<file path="src/rtl/heartbeat_monitor.sv">
// Multi-channel heartbeat period monitor with streak-filtered ok status and a fault interrupt.
// Define HB_FAULT_LATCH_EN to enable the write-1-to-clear fault_sticky latches.
module heartbeat_monitor #(
    parameter int CHANNELS = 4,
    parameter int PERIOD   = 50000,
    parameter int TOL      = 100,
    parameter int DET_CNT  = 8,
    parameter int CNT_W    = 24
) (
    input  logic                clk,
    input  logic                rst_n,
    input  logic [CHANNELS-1:0] pwm,
    input  logic [CHANNELS-1:0] ch_en,
    input  logic [CHANNELS-1:0] fault_clr,
    output logic [CHANNELS-1:0] ok,
    output logic                all_ok,
    output logic                fault_irq,
    output logic [CHANNELS-1:0] fault_sticky
);

    localparam int STK_W = $clog2(DET_CNT + 1);

    localparam logic [CNT_W-1:0] CNT_MAX = CNT_W'(PERIOD + TOL);
    localparam logic [CNT_W-1:0] CNT_MIN = CNT_W'(PERIOD - TOL);
    localparam logic [STK_W-1:0] STK_MAX = STK_W'(DET_CNT);

    localparam logic [1:0] ST_IDLE = 2'd0;
    localparam logic [1:0] ST_ARM  = 2'd1;
    localparam logic [1:0] ST_RUN  = 2'd2;

    logic [CHANNELS-1:0] sync1_reg;
    logic [CHANNELS-1:0] sync2_reg;
    logic [CHANNELS-1:0] rise_edge;
    logic [CHANNELS-1:0] ok_reg;
    logic [CHANNELS-1:0] ok_next;
    logic [CHANNELS-1:0] fall;
    logic                fault_irq_reg;

    always_ff @(posedge clk or negedge rst_n) begin
        if (!rst_n) begin
            sync1_reg <= '0;
            sync2_reg <= '0;
        end else begin
            sync1_reg <= pwm;
            sync2_reg <= sync1_reg;
        end
    end

    assign rise_edge = sync1_reg & ~sync2_reg;

    generate
        for (genvar gi = 0; gi < CHANNELS; gi++) begin : g_ch
            logic [1:0]       state_reg;
            logic [1:0]       state_next;
            logic [CNT_W-1:0] cnt_reg;
            logic [CNT_W-1:0] cnt_next;
            logic [STK_W-1:0] good_reg;
            logic [STK_W-1:0] good_next;
            logic [STK_W-1:0] bad_reg;
            logic [STK_W-1:0] bad_next;
            logic             good_ev;
            logic             bad_ev;
            logic             ok_ch;

            always_comb begin
                state_next = state_reg;
                cnt_next   = cnt_reg;
                good_ev    = 1'b0;
                bad_ev     = 1'b0;
                if (!ch_en[gi]) begin
                    state_next = ST_IDLE;
                    cnt_next   = '0;
                end else begin
                    case (state_reg)
                        ST_IDLE: begin
                            state_next = ST_ARM;
                            cnt_next   = '0;
                        end
                        ST_ARM: begin
                            // The first edge only starts timing; there is no interval yet.
                            if (rise_edge[gi]) begin
                                state_next = ST_RUN;
                                cnt_next   = CNT_W'(1);
                            end
                        end
                        ST_RUN: begin
                            // An edge landing on the timeout count takes precedence and is good.
                            if (rise_edge[gi]) begin
                                cnt_next = CNT_W'(1);
                                if (cnt_reg >= CNT_MIN && cnt_reg <= CNT_MAX) begin
                                    good_ev = 1'b1;
                                end else begin
                                    bad_ev = 1'b1;
                                end
                            end else if (cnt_reg == CNT_MAX) begin
                                bad_ev   = 1'b1;
                                cnt_next = CNT_W'(1);
                            end else begin
                                cnt_next = cnt_reg + CNT_W'(1);
                            end
                        end
                        default: begin
                            state_next = ST_IDLE;
                            cnt_next   = '0;
                        end
                    endcase
                end
            end

            always_comb begin
                good_next = good_reg;
                bad_next  = bad_reg;
                if (!ch_en[gi]) begin
                    good_next = '0;
                    bad_next  = '0;
                end else if (good_ev) begin
                    good_next = (good_reg == STK_MAX) ? good_reg : good_reg + STK_W'(1);
                    bad_next  = '0;
                end else if (bad_ev) begin
                    bad_next  = (bad_reg == STK_MAX) ? bad_reg : bad_reg + STK_W'(1);
                    good_next = '0;
                end
            end

            always_comb begin
                ok_ch = ok_reg[gi];
                if (!ch_en[gi]) begin
                    ok_ch = 1'b1;
                end else if (good_reg == STK_MAX) begin
                    ok_ch = 1'b1;
                end else if (bad_reg == STK_MAX) begin
                    ok_ch = 1'b0;
                end
            end

            assign ok_next[gi] = ok_ch;

            always_ff @(posedge clk or negedge rst_n) begin
                if (!rst_n) begin
                    state_reg <= ST_IDLE;
                    cnt_reg   <= '0;
                    good_reg  <= '0;
                    bad_reg   <= '0;
                end else begin
                    state_reg <= state_next;
                    cnt_reg   <= cnt_next;
                    good_reg  <= good_next;
                    bad_reg   <= bad_next;
                end
            end
        end
    endgenerate

    assign fall = ok_reg & ~ok_next;

    always_ff @(posedge clk or negedge rst_n) begin
        if (!rst_n) begin
            ok_reg        <= '1;
            fault_irq_reg <= 1'b0;
        end else begin
            ok_reg        <= ok_next;
            fault_irq_reg <= |fall;
        end
    end

    assign ok        = ok_reg;
    assign all_ok    = &ok_reg;
    assign fault_irq = fault_irq_reg;

`ifdef HB_FAULT_LATCH_EN
    logic [CHANNELS-1:0] sticky_reg;

    // A new fault outranks a clear strobe arriving in the same cycle.
    always_ff @(posedge clk or negedge rst_n) begin
        if (!rst_n) begin
            sticky_reg <= '0;
        end else begin
            sticky_reg <= (sticky_reg & ~fault_clr) | fall;
        end
    end

    assign fault_sticky = sticky_reg;
`else
    logic unused_clr;

    assign unused_clr   = &{1'b0, fault_clr};
    assign fault_sticky = '0;
`endif

endmodule
</file>
<file path="config.mk">
export PLATFORM = sky130hd
export DESIGN_NAME = heartbeat_monitor
export DESIGN_NICKNAME = d
export VERILOG_FILES = /design/src/rtl/heartbeat_monitor.sv
export SDC_FILE = /design/constraint.sdc
export NUM_CORES = 1
export LEC_CHECK = 0
export ABC_AREA = 1
export BUFFER_PORTS_ARGS = -buffer_cell sky130_fd_sc_hd__buf_4
export CORE_AREA = 2 2 135 137
export CTS_BUF_LIST = sky130_fd_sc_hd__clkbuf_16
export DETAILED_ROUTE_END_ITERATION = 10
export DIE_AREA = 0 0 137 139
export PLACE_DENSITY = 0.74
export SLEW_MARGIN = 20
export SYNTH_ARGS = -nofsm -noshare
export SYNTH_HDL_FRONTEND = slang
export SYNTH_SLANG_ARGS = --single-unit
</file>
<file path="constraint.sdc">
create_clock -name clk -period 2.4 [get_ports clk]
set_input_delay 0.12 -clock clk [delete_from_list [all_inputs] [get_ports clk]]
set_output_delay 0.12 -clock clk [all_outputs]
set_load 0.01 [all_outputs]
</file>
; Word-level counts from Yosys, hierarchy flattened
; Index checks and enable logic that the tools add are counted.
[classes]
add_sub_neg = 12
order_cmp = 8
eq_ne = 40
muxes = 112
bitwise = 4
n_reduce_logical = 22
[ops]
columns = op, n
row1 = $mux W24, 16
row2 = $pmux W24 S2, 4
row3 = $mux W4, 32
row4 = $add A24 B1 Y24 const B, 4
row5 = $eq A24 B16 Y1 const B, 4
row6 = $ge A24 B16 Y1 const B, 4
row7 = $le A24 B16 Y1 const B, 4
row8 = $mux W1, 48
row9 = $ne A3 B3 Y1 const B, 12
row10 = $add A4 B1 Y4 const B, 8
row11 = $eq A4 B4 Y1 const B, 8
row12 = $pmux W2 S3, 4
row13 = $reduce_and A2 Y1, 12
row14 = $mux W2, 8
row15 = $ne A3 B1 Y1 const B, 4
row16 = $and A4 B4 Y4, 2
row17 = $eq A2 B1 Y1 const B, 4
row18 = $eq A2 B2 Y1 const B, 4
row19 = $logic_not A2 Y1, 4
row20 = $ne A2 B2 Y1 const B, 4
row21 = $not A4 Y4, 2
row22 = $logic_and A1 B1 Y1, 4
row23 = $reduce_and A4 Y1, 1
row24 = $reduce_or A4 Y1, 1
[totals]
reg_bits = 149
in_bits = 14

; Longest topological paths before layout
; Gate-level depths: netlist of the first run.
[depth]
ltp_word = 9
depth_mapped = 15

; Worst setup path after synthesis of the first run
; OpenSTA, ideal clock, no wires.
[synth_path]
path_type = register to register
from = register g_ch[0].state_reg[0]
to = register g_ch[0].cnt_reg[8]
setup_ns = 0.065
t_arrival_ns = 1.639
required_time_ns = 2.335
slack_ns = 0.696
path_stages_with_launch = 10
n_path_buf = 0
synth_period_minus_slack_ns = 1.704
cell_sequence = dfrtp_1 inv_1 ha_1 inv_1 nor3_1 nand3_1 nand2_2 o21ai_1 o21ai_0 o21a_1
[synth_via]
elab_chain_cells = 3
elab_cells_between_ends = 5
cone_classes = 3 x eq/ne / 2 x mux
[synth_rtl]
columns = element, line
row1 = from (decl), 53  ; logic [1:0] state_reg;
row2 = from (signal assigned), 145  ; state_reg <= state_next;
row3 = $eq A2 B2 Y1 / $eq A2 B1 Y1 (equally long branches), 74  ; case (state_reg)
row4 = $pmux W24 S2, 74
row5 = $mux W24, 70  ; if (!ch_en[gi]) begin
row6 = to (signal assigned), 146  ; cnt_reg <= cnt_next;
row7 = to (decl), 55  ; logic [CNT_W-1:0] cnt_reg;
; Several ways; a longest one is shown, not always the timed one.
; A chain may end at the register's enable or synchronous reset.

; Final worst setup path of the first run
; Same ends and word-level chain as after synthesis.

==> flow_summary.rst, run 1 <==
.. list-table::
   :header-rows: 1

   * - Metric
     - Value
   * - Status
     - finished clean
   * - Hold Slack
     - 0.0105 ns
   * - Num CTS Buffers
     - 17
   * - Unique masters post-synth
     - 51
   * - Slew Viols, Final
     - 0
   * - Horizontal extent of the die
     - approximately 140 µm
   * - Final non-filler cell total
     - 1569
   * - Cell-by-cell trace of the critical path
     - inv_1 > ha_1 > inv_1 > nor3_1 > nand3_1 > nand2_2 > o21ai_1 > o21ai_0 > o21a_1
   * - Area overhead of the layout relative to synthesis
     - 11.2%
   * - Total cell area at the placement stage
     - around 0.0098 mm²
   * - Inst Count DP
     - 1532
   * - EDFF count, synth
     - 0
   * - Antenna violations before repair
     - 0
   * - Cell area power density
     - 626 mW/mm²
   * - Maximum cell stage delay along the critical path
     - ~0.41 ns
   * - Timing-limited maximum frequency
     - 0.460 GHz
   * - Number of buffers between clock root and the deepest sink
     - 2
   * - Final RePlAce weighted congestion
     - 0.910
   * - Data required time of the critical path
     - around 2.8 ns
   * - Mux cell area share after synthesis
     - 0%
   * - Detailed-router iteration count before antenna repair
     - 6
   * - Max rail drop VDD
     - 619 µV
   * - Mean instance size in the synthesized netlist
     - about 7.3 µm²
   * - Clk sink count
     - between 100 and 150
   * - Die Outline Area
     - between 0.015 and 0.02 mm²
   * - Switching share of power
     - approximately 29%
   * - Post-detailed-route DRC marker count
     - 0
   * - Initial Utilization
     - between 50% and 60%
   * - # IOs
     - 24
   * - Number of max-cap violations
     - 0
   * - Drt via density
     - around 5.3
   * - Element type at the critical path end
     - flip-flop
   * - Relative contribution of the clock network to total power
     - between 40 and 50%
   * - Cells after synthesis
     - 1294
   * - WP data arrival
     - 2.55 ns
   * - Total global routing track utilization
     - a little under a quarter
   * - Number of endpoints failing setup at the final stage
     - 0
   * - Total Neg Setup Slack
     - 0 ns
   * - Worst-path maximum fanout
     - 8
   * - Antenna diode instance count
     - 0
   * - Vias in the first global route
     - slightly above 8000
   * - Element type at the critical path start
     - flip-flop
   * - Count of port buffers added during placement
     - 15
   * - Dominant register cell in the synthesized netlist
     - sky130_fd_sc_hd__dfrtp_1
   * - Post-CTS setup buffer count
     - 0
   * - Largest clock skew in the final design
     - approximately 0.0083 ns
   * - Top cell by count, worst path
     - sky130_fd_sc_hd__inv_1
   * - Pin count of the biggest net entering global routing
     - 53
   * - Largest family of logic cells by synthesized area
     - simple AND/OR/NAND/NOR gates
   * - DR vias
     - roughly 8300
   * - Routed Antenna Nets
     - 0
   * - Final Hold Fails
     - 0
   * - Pleak
     - 0.00486 µW
   * - Standard cell with the maximum stage delay on the critical path
     - sky130_fd_sc_hd__dfrtp_1
   * - Psw
     - roughly 1900 µW
   * - Aggregate global routing overflow
     - 0
   * - Fin nets
     - ~1400
   * - Register bit total from synthesis
     - 149
   * - Sequential group share of total power
     - between 40% and 50%
   * - Final min period
     - between 2 and 2.5 ns
   * - Final period util
     - around nine tenths
   * - RSZ-0062 raised after global routing
     - no
   * - Final design instance area without fill
     - about 0.011 mm²
   * - Post-CTS resize count
     - 0
   * - Htree depth
     - 4
   * - Logic gate share of total power
     - roughly 16%
   * - Xor/xnor share of the synthesized area
     - 3.61%
   * - Later-pin clock latency in the skew report
     - 0.43 ns
   * - Worst-path clk slew
     - approximately 0.060 ns
   * - Clock tree from TritonCTS
     - yes
   * - Die H
     - 139 µm
   * - Synthesis Warnings
     - 0
   * - HP Class
     - input port to flip-flop
   * - Fraction of final layout cells with drive strength greater than 1
     - around a tenth
   * - Num rows
     - 49
   * - Post-Syn Area
     - between 0.009 and 0.01 mm²
   * - Filler Cells Inserted
     - approximately 1600
   * - Core footprint
     - 0.0177 mm²
   * - CP Class
     - flip-flop to flip-flop
   * - Wire length per cell
     - roughly 13 µm
   * - DRT Wirelength
     - ~20000 µm
   * - Int Pwr
     - ~4700 µW
   * - Simple-gate share of the synthesized area
     - 34.4%
   * - Area fraction in compound gates after synthesis
     - under 10%
   * - Root Buffer Master
     - sky130_fd_sc_hd__clkbuf_16
   * - Sequential area share after synthesis
     - about two fifths
   * - Half-perimeter wire length after detailed placement
     - around 15000 µm
   * - Max reg flops
     - 96
   * - Share of synthesized cell area in full adder, half adder and majority cells
     - under 10%
   * - Initial DRC count
     - 704
   * - Wire length of the first global-routing pass
     - roughly 36000 µm
   * - Post-synthesis async set-or-reset flop share
     - between 90% and 100%
==> final cells by class <==
cell class / count / area (µm²) / share of cell area, %
inverters: 200 / 751 / 7.15
clock inverters: 14 / 186 / 1.77
repair buffers: 28 / 241 / 2.30
clock buffers: 17 / 425 / 4.05
multi-input cells: 932 / 4880 / 46.5
well taps: 229 / 287 / 2.73
flip-flops and latches: 149 / 3730 / 35.5
==> critical path: cells and delay by family, from the launching register on <==
| kind | cells | cell delay, ns |
|---|---|---|
| and+or+nand+nor | 3 | 0.76 |
| AOI/OAI and AO/OA | 3 | 0.47 |
| DFF | 1 | 0.41 |
| adders and majority gates | 1 | 0.27 |
| buffers and inverters | 2 | 0.20 |
==> power by group through the flow <==
stage               clock network, µW  registers (µW)  logic, µW
floorplan                           0            2720        781
global placement                    0            2740       1040
detailed placement                  0            2740       1060
CTS                              2850            2700       1080
global route                     2960            2710       1240
finish                           2800            2700       1070
==> Yosys cell counts, types with 12 or more instances <==
master	instances	area, µm²
sky130_fd_sc_hd__nand2_1	263	987
sky130_fd_sc_hd__nor2_1	195	732
sky130_fd_sc_hd__inv_1	186	698
sky130_fd_sc_hd__dfrtp_1	145	3630
sky130_fd_sc_hd__nand3_1	115	576
sky130_fd_sc_hd__a21oi_1	46	230
sky130_fd_sc_hd__nand4_1	45	282
sky130_fd_sc_hd__o21ai_0	41	205
sky130_fd_sc_hd__ha_1	40	500
sky130_fd_sc_hd__xor2_1	36	315
sky130_fd_sc_hd__nor3_1	32	160
sky130_fd_sc_hd__nor2_2	21	131
sky130_fd_sc_hd__inv_2	13	48.8
sky130_fd_sc_hd__nand2_2	12	75.1
==> placed cells by master (no fill, tap or decap), types with 13 or more instances in the layout <==
master	instances
sky130_fd_sc_hd__nor3_1	32
sky130_fd_sc_hd__ha_1	40
sky130_fd_sc_hd__a21oi_1	46
sky130_fd_sc_hd__inv_2	13
sky130_fd_sc_hd__buf_4	20
sky130_fd_sc_hd__dfrtp_1	145
sky130_fd_sc_hd__inv_1	187
sky130_fd_sc_hd__nand3_1	115
sky130_fd_sc_hd__nand4_1	45
sky130_fd_sc_hd__clkbuf_16	17
sky130_fd_sc_hd__nor2_2	21
sky130_fd_sc_hd__o21ai_0	41
sky130_fd_sc_hd__xor2_1	36
sky130_fd_sc_hd__nand2_1	263
sky130_fd_sc_hd__nor2_1	195
==> kinds of logic after synthesis <==
family / after synthesis
adders and majority gates: 40
buffers and inverters: 216
DFF: 149
xor gates and xnor gates: 39
other: 1
AOI/OAI and AO/OA: 135
and+or+nand+nor: 714
==> path summary, 6_finish.rpt <==
check                                       endpoint                 start  cells past startpoint  slack (ns)
min in group asynchronous        g_ch[1].cnt_reg[23]                 rst_n                      2        0.18
max in group asynchronous                      ok[0]                 rst_n                      3        1.40
worst min-delay path            g_ch[3].state_reg[1]              ch_en[3]                      3        0.01
worst max register to register    g_ch[0].cnt_reg[8]  g_ch[0].state_reg[0]                      9        0.23
worst max-delay path              g_ch[0].cnt_reg[8]  g_ch[0].state_reg[0]                      9        0.23
worst min register to register          sync2_reg[1]          sync1_reg[1]                      0        0.38
==> stage by stage <==
step                      power [µW]  setup slack [ns]  util [%]
after floorplan                 3510             0.696         -
after global placement          3770             0.368      55.7
after detailed placement        3810             0.296      55.7
after CTS                       6630             0.276      59.5
after global routing            6920           0.00431      59.5
final                           6570             0.227      59.5
==> what timing repair did <==
action,4_1_cts,5_1_grt
hold buffers,6,0
endpoints found under the hold margin,47,0
endpoints found under the setup margin,0,0
==> per-layer routing <==
metal  vias up  wire length, µm  global-route usage, %
met2       191             9830                   37.7
met1      3863             9230                   30.4
met5         -                0                      0
li1       4234                -                      -
met4         0              284                   7.43
met3        26              849                   4.68
Power figures use the tool's default switching activity.
==> run 2: changes to the inputs <==
Settings changed: SETUP_SLACK_MARGIN set to 0.5.
==> run 2 against run 1 <==
Compared with the run above:
- non-clock buffer count increased by 54
- register-to-register slack gained 0.28 ns
- wire length rose by 12%
- die area is the same
==> flow_summary.rst, run 2 (same netlist as run 1, synthesis figures left out) <==
.. list-table::
   :header-rows: 1

   * - Metric
     - Value
   * - Cell area power density
     - between 600 and 700 mW/mm²
   * - Later-pin clock latency in the skew report
     - between 0.4 and 0.5 ns
   * - Hold Path Origin
     - ch_en[3]
   * - Worst Reg2Reg Path Length in Cells
     - 12
   * - Most frequent cells in the layout
     - 234 x sky130_fd_sc_hd__nand2_1, 168 x sky130_fd_sc_hd__inv_1, 167 x sky130_fd_sc_hd__nor2_1, 136 x sky130_fd_sc_hd__dfrtp_1, 101 x sky130_fd_sc_hd__nand3_1
   * - RSZ-0062 raised after global routing
     - yes
   * - Timing-limited maximum frequency
     - 0.529 GHz
   * - Final period util
     - between 70 and 80%
   * - Filler Cells Inserted
     - 1430
   * - Int Pwr
     - 4850 µW
   * - Final RePlAce weighted congestion
     - 0.910
   * - Kind of cell adding the most delay to the critical path
     - simple AND/OR/NAND/NOR gates
   * - Half-perimeter wire length after detailed placement
     - 14900 µm
   * - DR vias
     - 8760
   * - Pleak
     - between 0.005 and 0.006 µW
   * - Buffer and inverter count on the worst path
     - 1
   * - CP Class
     - flip-flop to flip-flop
   * - Antenna violations before repair
     - 0
   * - Start point of the critical path
     - g_ch[0].cnt_reg[16]
   * - Post-detailed-route DRC marker count
     - 0
   * - Area overhead of the layout relative to synthesis
     - 22.2%
   * - Horizontal extent of the die
     - between 100 and 150 µm
   * - Pin count of the biggest net entering global routing
     - between 50 and 60
   * - Total Neg Setup Slack
     - 0 ns
   * - Clk sink count
     - roughly 150
   * - Total global routing track utilization
     - a little under a quarter
   * - Total area of multi-input combinational cells
     - between 0.005 and 0.006 mm²
   * - # IOs
     - 24
   * - Initial Utilization
     - 53.5%
   * - Initial DRC count
     - approximately 680
   * - Relative contribution of the clock network to total power
     - 40.5%
   * - Wire length of the first global-routing pass
     - 36300 µm
   * - Largest clock skew in the final design
     - 0.00889 ns
   * - Standard cell with the maximum stage delay on the critical path
     - sky130_fd_sc_hd__dfrtp_1
   * - DRT Wirelength
     - 22700 µm
   * - Hold depth
     - 3
   * - Aggregate global routing overflow
     - 0
   * - Core footprint
     - roughly 0.018 mm²
   * - Hold worst-path end
     - g_ch[3].state_reg[1]
   * - Area taken by flip-flops and latches
     - about 0.0037 mm²
   * - Final design instance area without fill
     - approximately 0.012 mm²
   * - Num rows
     - 49
   * - Element type at the critical path end
     - flip-flop
   * - Worst-path maximum fanout
     - 5
   * - Internal reg-to-reg setup slack
     - approximately 0.51 ns
   * - Maximum cell stage delay along the critical path
     - between 0.4 and 0.5 ns
   * - Worst-path clk slew
     - roughly 0.060 ns
   * - Max rail drop VDD
     - a little over 600 µV
   * - Element type at the critical path start
     - flip-flop
   * - Vias in the first global route
     - slightly above 8000
   * - Logic gate share of total power
     - 20.4%
   * - Psw
     - 2080 µW
   * - Number of endpoints failing setup at the final stage
     - 0
   * - Switching share of power
     - 30.0%
   * - Reg-to-reg endpoint
     - g_ch[0].bad_reg[1]
   * - Drt via density
     - around 5.4
   * - Final Hold Fails
     - 0
   * - Cell-by-cell trace of the critical path
     - nor2_1 > nand2_1 > nor2_4 > inv_1 > nor2_1 > nand2_2 > nand3_4 > nand2_4 > nor2_4 > nor2_4 > nand2_1 > nand2_1
   * - Die Outline Area
     - 0.0190 mm²
   * - Die H
     - between 100 and 150 µm
   * - Htree depth
     - 4
   * - Fin nets
     - 1437
   * - Data required time of the critical path
     - around 2.7 ns
   * - HP Class
     - input port to flip-flop
   * - Wire length per cell
     - roughly 14 µm
   * - Sequential group share of total power
     - 39.1%
   * - Detailed-router iteration count before antenna repair
     - 5
   * - Status
     - finished clean
   * - Startpoint of the worst register-to-register path
     - g_ch[0].cnt_reg[16]
   * - Slew Viols, Final
     - 0
   * - Total cell area at the placement stage
     - between 0.009 and 0.01 mm²
   * - Antenna diode instance count
     - 0
   * - Count of port buffers added during placement
     - 15
   * - WP data arrival
     - ~2.2 ns
   * - Num CTS Buffers
     - 17
   * - Root Buffer Master
     - sky130_fd_sc_hd__clkbuf_16
   * - Number of max-cap violations
     - 0
   * - Routed Antenna Nets
     - 0
   * - Final min period
     - 1.89 ns
   * - Clock tree from TritonCTS
     - yes
   * - Fraction of final layout cells with drive strength greater than 1
     - about 22%
   * - Commonest non-fill, non-tap cell in the layout
     - sky130_fd_sc_hd__nand2_1
   * - Number of buffers between clock root and the deepest sink
     - 2
   * - Max reg flops
     - 96
run 2: cell types whose count changed in the layout (fill, tap and decap cells not counted), sizes merged:
| cell | change |
|---|---|
| clkinvlp | +2 |
| inv | -1 |
| buf | +54 |
run 2: routing by layer:
metal | GRT usage [%] | wire length (µm) | vias up
li1 | - | - | 4348
met1 | 30.3 | 9820 | 4121
met2 | 37.9 | 11400 | 229
met3 | 4.90 | 933 | 62
met4 | 8.36 | 524 | 0
met5 | 0 | 0 | -
run 2: power groups by stage:
stage | Combinational, µW | Clock [µW] | Sequential (µW)
CTS | 1160 | 2850 | 2700
global placement | 1040 | 0 | 2740
global route | 1580 | 2970 | 2720
detailed placement | 1060 | 0 | 2740
finish | 1420 | 2810 | 2710
floorplan | 781 | 0 | 2720
run 2: worst max path at each step:
stage / endpoint / slack, ns / cells past startpoint
after floorplan: g_ch[0].cnt_reg[8] / 0.70 / 9
after global placement: g_ch[1].cnt_reg[14] / 0.37 / 9
after detailed placement: g_ch[1].cnt_reg[12] / 0.30 / 8
after CTS: g_ch[2].cnt_reg[20] / 0.50 / 13
after global routing: g_ch[2].bad_reg[0] / 0.41 / 11
final: g_ch[0].bad_reg[1] / 0.51 / 12
run 2: tightest hold or removal path, cell delays in order:
cell and delay [ns]:
sky130_fd_sc_hd__buf_4 0.15, sky130_fd_sc_hd__nand3_1 0.09, sky130_fd_sc_hd__o21ai_0 0.07
run 2: repair_timing:
item / 4_1_cts / 5_1_grt
cloned: 1 / 0
buffers inserted: 6 / 48
endpoints found under the setup margin: 53 / 98
resized for setup: 25 / 163
hold buffers: 6 / 0
endpoints found under the hold margin: 47 / 0
pin swaps: 6 / 57
run 2: area by class of cell:
class                      instances  share of cell area (%)
sequential                       149                    32.4
timing repair inverter             1                  0.0650
inverter                         200                    6.65
tap                              229                    2.48
clock buffer                      17                    3.68
clock inverter                    14                    1.61
multi-input combinational        932                    47.4
timing repair buffer              82                    5.70
run 2: through the flow:
step / std cells / setup slack (ns) / util, % / hold WS, ns / total power, µW
2_1_floorplan: 1297 / 0.696 / - / -0.176 / 3510
3_3_place_gp: 1532 / 0.368 / 55.7 / 0.0803 / 3770
3_5_place_dp: 1532 / 0.296 / 55.7 / 0.0869 / 3810
4_1_cts: 1576 / 0.498 / 60.3 / 0.00665 / 6710
5_1_grt: 1624 / 0.409 / 65.4 / 0.0342 / 7270
6_report: 1624 / 0.510 / 65.4 / 0.0254 / 6930
==> run 3: changes to the inputs <==
Settings changed: ABC_AREA 1 to 0, CORE_AREA 2 2 135 137 to 2 2 129 131, DIE_AREA 0 0 137 139 to 0 0 131 133, PLACE_DENSITY 0.74 to 0.77.
Clock period 2.4 ns to 1.6 ns, I/O delays scaled along.
==> run 3 against run 2 <==
Compared with the run above:
- the run now ends with negative setup slack left
- clock power up 50%
- sequential power increased by 49%
- area after synthesis decreased by 8.5%
- die area shrank 8.5%
- clock skew is 0.0074 ns higher
- register-to-register slack got worse by 1.5 ns
- sequential cell count is the same
- highest routed layer unchanged
- via count increased by 16%
- power rose by 75%
- final cell count decreased by 7.1%
- hold slack better by 0.069 ns
- largest power group unchanged
==> flow_summary.rst, run 3 <==
.. list-table::
   :header-rows: 1

   * - Metric
     - Value
   * - Status
     - finished with violations
   * - Violated checks
     - negative setup slack
   * - Number of buffers between clock root and the deepest sink
     - 2
   * - Yosys top cell area share
     - between 40% and 50%
   * - Relative contribution of the clock network to total power
     - between 30% and 40%
   * - Inst Count DP
     - 1386
   * - Hold Slack
     - 0.0941 ns
   * - Horizontal extent of the die
     - around 130 µm
   * - Maximum cell stage delay along the critical path
     - 0.54 ns
   * - Half-perimeter wire length after detailed placement
     - approximately 15000 µm
   * - Post-synth top area cell
     - sky130_fd_sc_hd__dfrtp_1
   * - Core footprint
     - between 0.015 and 0.02 mm²
   * - Slew Viols, Final
     - 0
   * - Die Outline Area
     - approximately 0.017 mm²
   * - Area overhead of the layout relative to synthesis
     - 60.7%
   * - Num rows
     - 47
   * - Initial DRC count
     - about 1400
   * - Final design instance area without fill
     - 0.0139 mm²
   * - Filler Cells Inserted
     - 650
   * - Root Buffer Master
     - sky130_fd_sc_hd__clkbuf_16
   * - Vias in the first global route
     - around 9600
   * - Dominant register cell in the synthesized netlist
     - sky130_fd_sc_hd__dfrtp_1
   * - Buffer and inverter count on the worst path
     - 5
   * - Final min period
     - ~2.6 ns
   * - Max rail drop VDD
     - between 1000 and 1500 µV
   * - RSZ-0062 raised after global routing
     - yes
   * - Int Pwr
     - ~8100 µW
   * - Hold worst-path end
     - g_ch[0].good_reg[3]
   * - Element type at the critical path end
     - flip-flop
   * - Sequential group share of total power
     - about 33%
   * - Minimum setup slack after placement
     - -0.793 ns
   * - Cell area power density
     - a little under 900 mW/mm²
   * - GR Layer Usage met2
     - about three fifths
   * - Kind of cell adding the most delay to the critical path
     - simple AND/OR/NAND/NOR gates
   * - Final period util
     - 161%
   * - DR vias
     - 10182
   * - EDFF count, synth
     - 0
   * - CP Class
     - flip-flop to flip-flop
   * - Startpoint of the worst register-to-register path
     - g_ch[0].cnt_reg[1]
   * - Worst-path maximum fanout
     - 5
   * - Global-route track usage on met1
     - 40.8%
   * - Final RePlAce weighted congestion
     - roughly 0.85
   * - Post-detailed-route DRC marker count
     - 0
   * - Final non-filler cell total
     - about 1500
   * - Top cell by count, worst path
     - sky130_fd_sc_hd__buf_6
   * - Cell types with the largest area share after synthesis
     - sky130_fd_sc_hd__dfrtp_1 42%, sky130_fd_sc_hd__ha_1 5.8%, sky130_fd_sc_hd__xor2_1 4.7%
   * - Initial Utilization
     - 53.5%
   * - Met3 Usage GRT
     - around 7.0%
   * - Number of max-cap violations
     - 0
   * - Final Hold Fails
     - 0
   * - Pin slew with the least headroom to its limit
     - 0.489 ns
   * - Detailed-router iteration count before antenna repair
     - 7
   * - Psw
     - 4030 µW
   * - Cells after synthesis
     - 952
   * - Cell-by-cell trace of the critical path
     - inv_2 > ha_4 > nand4_1 > or4b_4 > buf_6 > buf_6 > o2111ai_4 > buf_6 > buf_6 > nor2_1 > o21ai_1 > o31ai_1
   * - Routed Antenna Nets
     - 0
   * - Wire length of the first global-routing pass
     - around 48000 µm
   * - Later-pin clock latency in the skew report
     - between 0.4 and 0.5 ns
   * - Area taken by flip-flops and latches
     - 0.00374 mm²
   * - Wire length per cell
     - around 25 µm
   * - Standard cell with the maximum stage delay on the critical path
     - sky130_fd_sc_hd__or4b_4
   * - Minimum setup slack in the final design
     - -0.975 ns
   * - Leading post-synthesis cells by instance count
     - 145 x sky130_fd_sc_hd__dfrtp_1, 102 x sky130_fd_sc_hd__nor2_1, 78 x sky130_fd_sc_hd__nand2_1
   * - Num CTS Buffers
     - 17
   * - Die H
     - 133 µm
   * - Switching share of power
     - roughly a third
   * - Clk sink count
     - about 150
   * - Tightest slew margin relative to the limit
     - around two thirds
   * - Hold Path Origin
     - ch_en[0]
   * - Data required time of the critical path
     - 1.91 ns
   * - Fin nets
     - around 1300
   * - Largest clock skew in the final design
     - 0.0163 ns
   * - Most frequent cells in the layout
     - 251 x sky130_fd_sc_hd__buf_4, 142 x sky130_fd_sc_hd__dfrtp_1, 68 x sky130_fd_sc_hd__buf_6, 66 x sky130_fd_sc_hd__nand2_1, 45 x sky130_fd_sc_hd__xor2_1
   * - Hold depth
     - 4
   * - Register bit total from synthesis
     - between 100 and 150
   * - Total global routing track utilization
     - about a third
   * - Synthesis Warnings
     - 0
   * - Number of endpoints failing setup at the final stage
     - 127
   * - Aggregate global routing overflow
     - 0
   * - Pin count of the biggest net entering global routing
     - between 40 and 50
   * - Worst-path clk slew
     - about 0.060 ns
   * - Htree depth
     - 4
   * - Total cell area at the placement stage
     - ~0.011 mm²
   * - Pleak
     - 0.00606 µW
   * - Count of port buffers added during placement
     - 15
   * - # IOs
     - 24
   * - Antenna violations before repair
     - 0
   * - Unique masters post-synth
     - 79
   * - Timing-limited maximum frequency
     - a little under 0.4 GHz
   * - Drt via density
     - 6.75
   * - Cell with the most instances after synthesis
     - sky130_fd_sc_hd__dfrtp_1
   * - Mean instance size in the synthesized netlist
     - 9.09 µm²
   * - Post-Syn Area
     - between 0.008 and 0.009 mm²
   * - Element type at the critical path start
     - flip-flop
   * - Worst Reg2Reg Path Length in Cells
     - 12
   * - HP Class
     - input port to flip-flop
   * - Reg-to-reg endpoint
     - g_ch[0].cnt_reg[12]
   * - Antenna diode instance count
     - 0
   * - Clock tree from TritonCTS
     - yes
   * - Total area of multi-input combinational cells
     - 0.00613 mm²
   * - Global route hottest layer
     - met2
   * - Post-synthesis async set-or-reset flop share
     - between 90% and 100%
   * - DRT Wirelength
     - roughly 38000 µm
   * - WP data arrival
     - slightly below 3 ns
   * - Total Neg Setup Slack
     - -75.04 ns
   * - Commonest non-fill, non-tap cell in the layout
     - sky130_fd_sc_hd__buf_4
   * - Max reg flops
     - 96
   * - Sequential area share after synthesis
     - between 40% and 50%
   * - Logic gate share of total power
     - roughly 32%
   * - Fraction of final layout cells with drive strength greater than 1
     - about half
   * - Internal reg-to-reg setup slack
     - -0.97 ns
## run 3: cell types whose count changed in the layout (fill, tap and decap cells not counted), sizes merged, moves of 15 or more
cell   before  now
nor2      219  102
buf        76  329
and3        0   31
nand3     123   58
inv       200   56
nand2     279   78
a21oi      47   32
## run 3: per-stage QoR
step	power [µW]	utilization, %
detailed placement	6420	68.9
CTS	11200	80.2
finish	12200	86.0
global route	12500	86.0
floorplan	5580	-
global placement	6330	68.9
## run 3: what timing repair did
action                                  in CTS  in global routing
resized for setup                          190                167
hold buffers                                 9                  0
pin swaps                                   96                 87
endpoints found under the setup margin     145                146
buffers inserted                            44                 30
endpoints found under the hold margin       72                  0
cloned                                       8                  0
## run 3: area by class of cell
| class | instances | area share [%] |
|---|---|---|
| Inverter | 51 | 1.52 |
| Timing Repair Buffer | 339 | 21.3 |
| Clock inverter | 15 | 1.17 |
| Tap cell | 220 | 1.98 |
| Clock buffer | 17 | 3.06 |
| Sequential cell | 149 | 26.9 |
| Multi-Input combinational cell | 718 | 44.1 |
## run 3: power by group through the flow
stage / Clock [µW] / Sequential (µW) / Combinational, µW
after floorplan: 0 / 4130 / 1450
after global placement: 0 / 4090 / 2240
after detailed placement: 0 / 4090 / 2320
after CTS: 4110 / 4030 / 3060
after global routing: 4380 / 4070 / 4070
final: 4220 / 4050 / 3890
## run 3: routing by layer
layer | vias up | routed length, µm
met1 | 4840 | 12700
met2 | 922 | 17600
met3 | 361 | 4150
met4 | 0 | 3460
met5 | - | 0
li1 | 4059 | -
## run 3: cell families (layout without fill, tap and decap cells)
family	Yosys count	count (layout)	synth area share, %
multiplexers	6	6	0.752
other	1	4	0.0433
flip-flops	149	149	43.2
AO/OA/AOI/OAI	186	186	14.9
XOR/XNOR	62	62	6.28
adder cells (fa/ha/maj)	40	40	5.79
buffers and inverters	91	422	4.19
AND/OR/NAND/NOR	417	420	24.9
## run 3: worst max-delay path by stage
stage	from	endpoint	slack, ns	cells after the start
global route	g_ch[0].cnt_reg[1]	g_ch[0].cnt_reg[20]	-0.98	12
detailed placement	g_ch[0].cnt_reg[0]	g_ch[0].bad_reg[1]	-0.79	8
global placement	g_ch[0].cnt_reg[0]	g_ch[0].bad_reg[1]	-0.73	8
CTS	g_ch[0].cnt_reg[0]	g_ch[0].bad_reg[1]	-0.80	8
floorplan	g_ch[0].cnt_reg[0]	g_ch[0].bad_reg[1]	-0.75	8
finish	g_ch[0].cnt_reg[1]	g_ch[0].cnt_reg[12]	-0.97	12
## run 3: worst min-delay path: stages
cell and delay (ns):
sky130_fd_sc_hd__buf_4 0.14, sky130_fd_sc_hd__o21a_4 0.13, sky130_fd_sc_hd__nand2_1 0.06, sky130_fd_sc_hd__o21ai_1 0.06
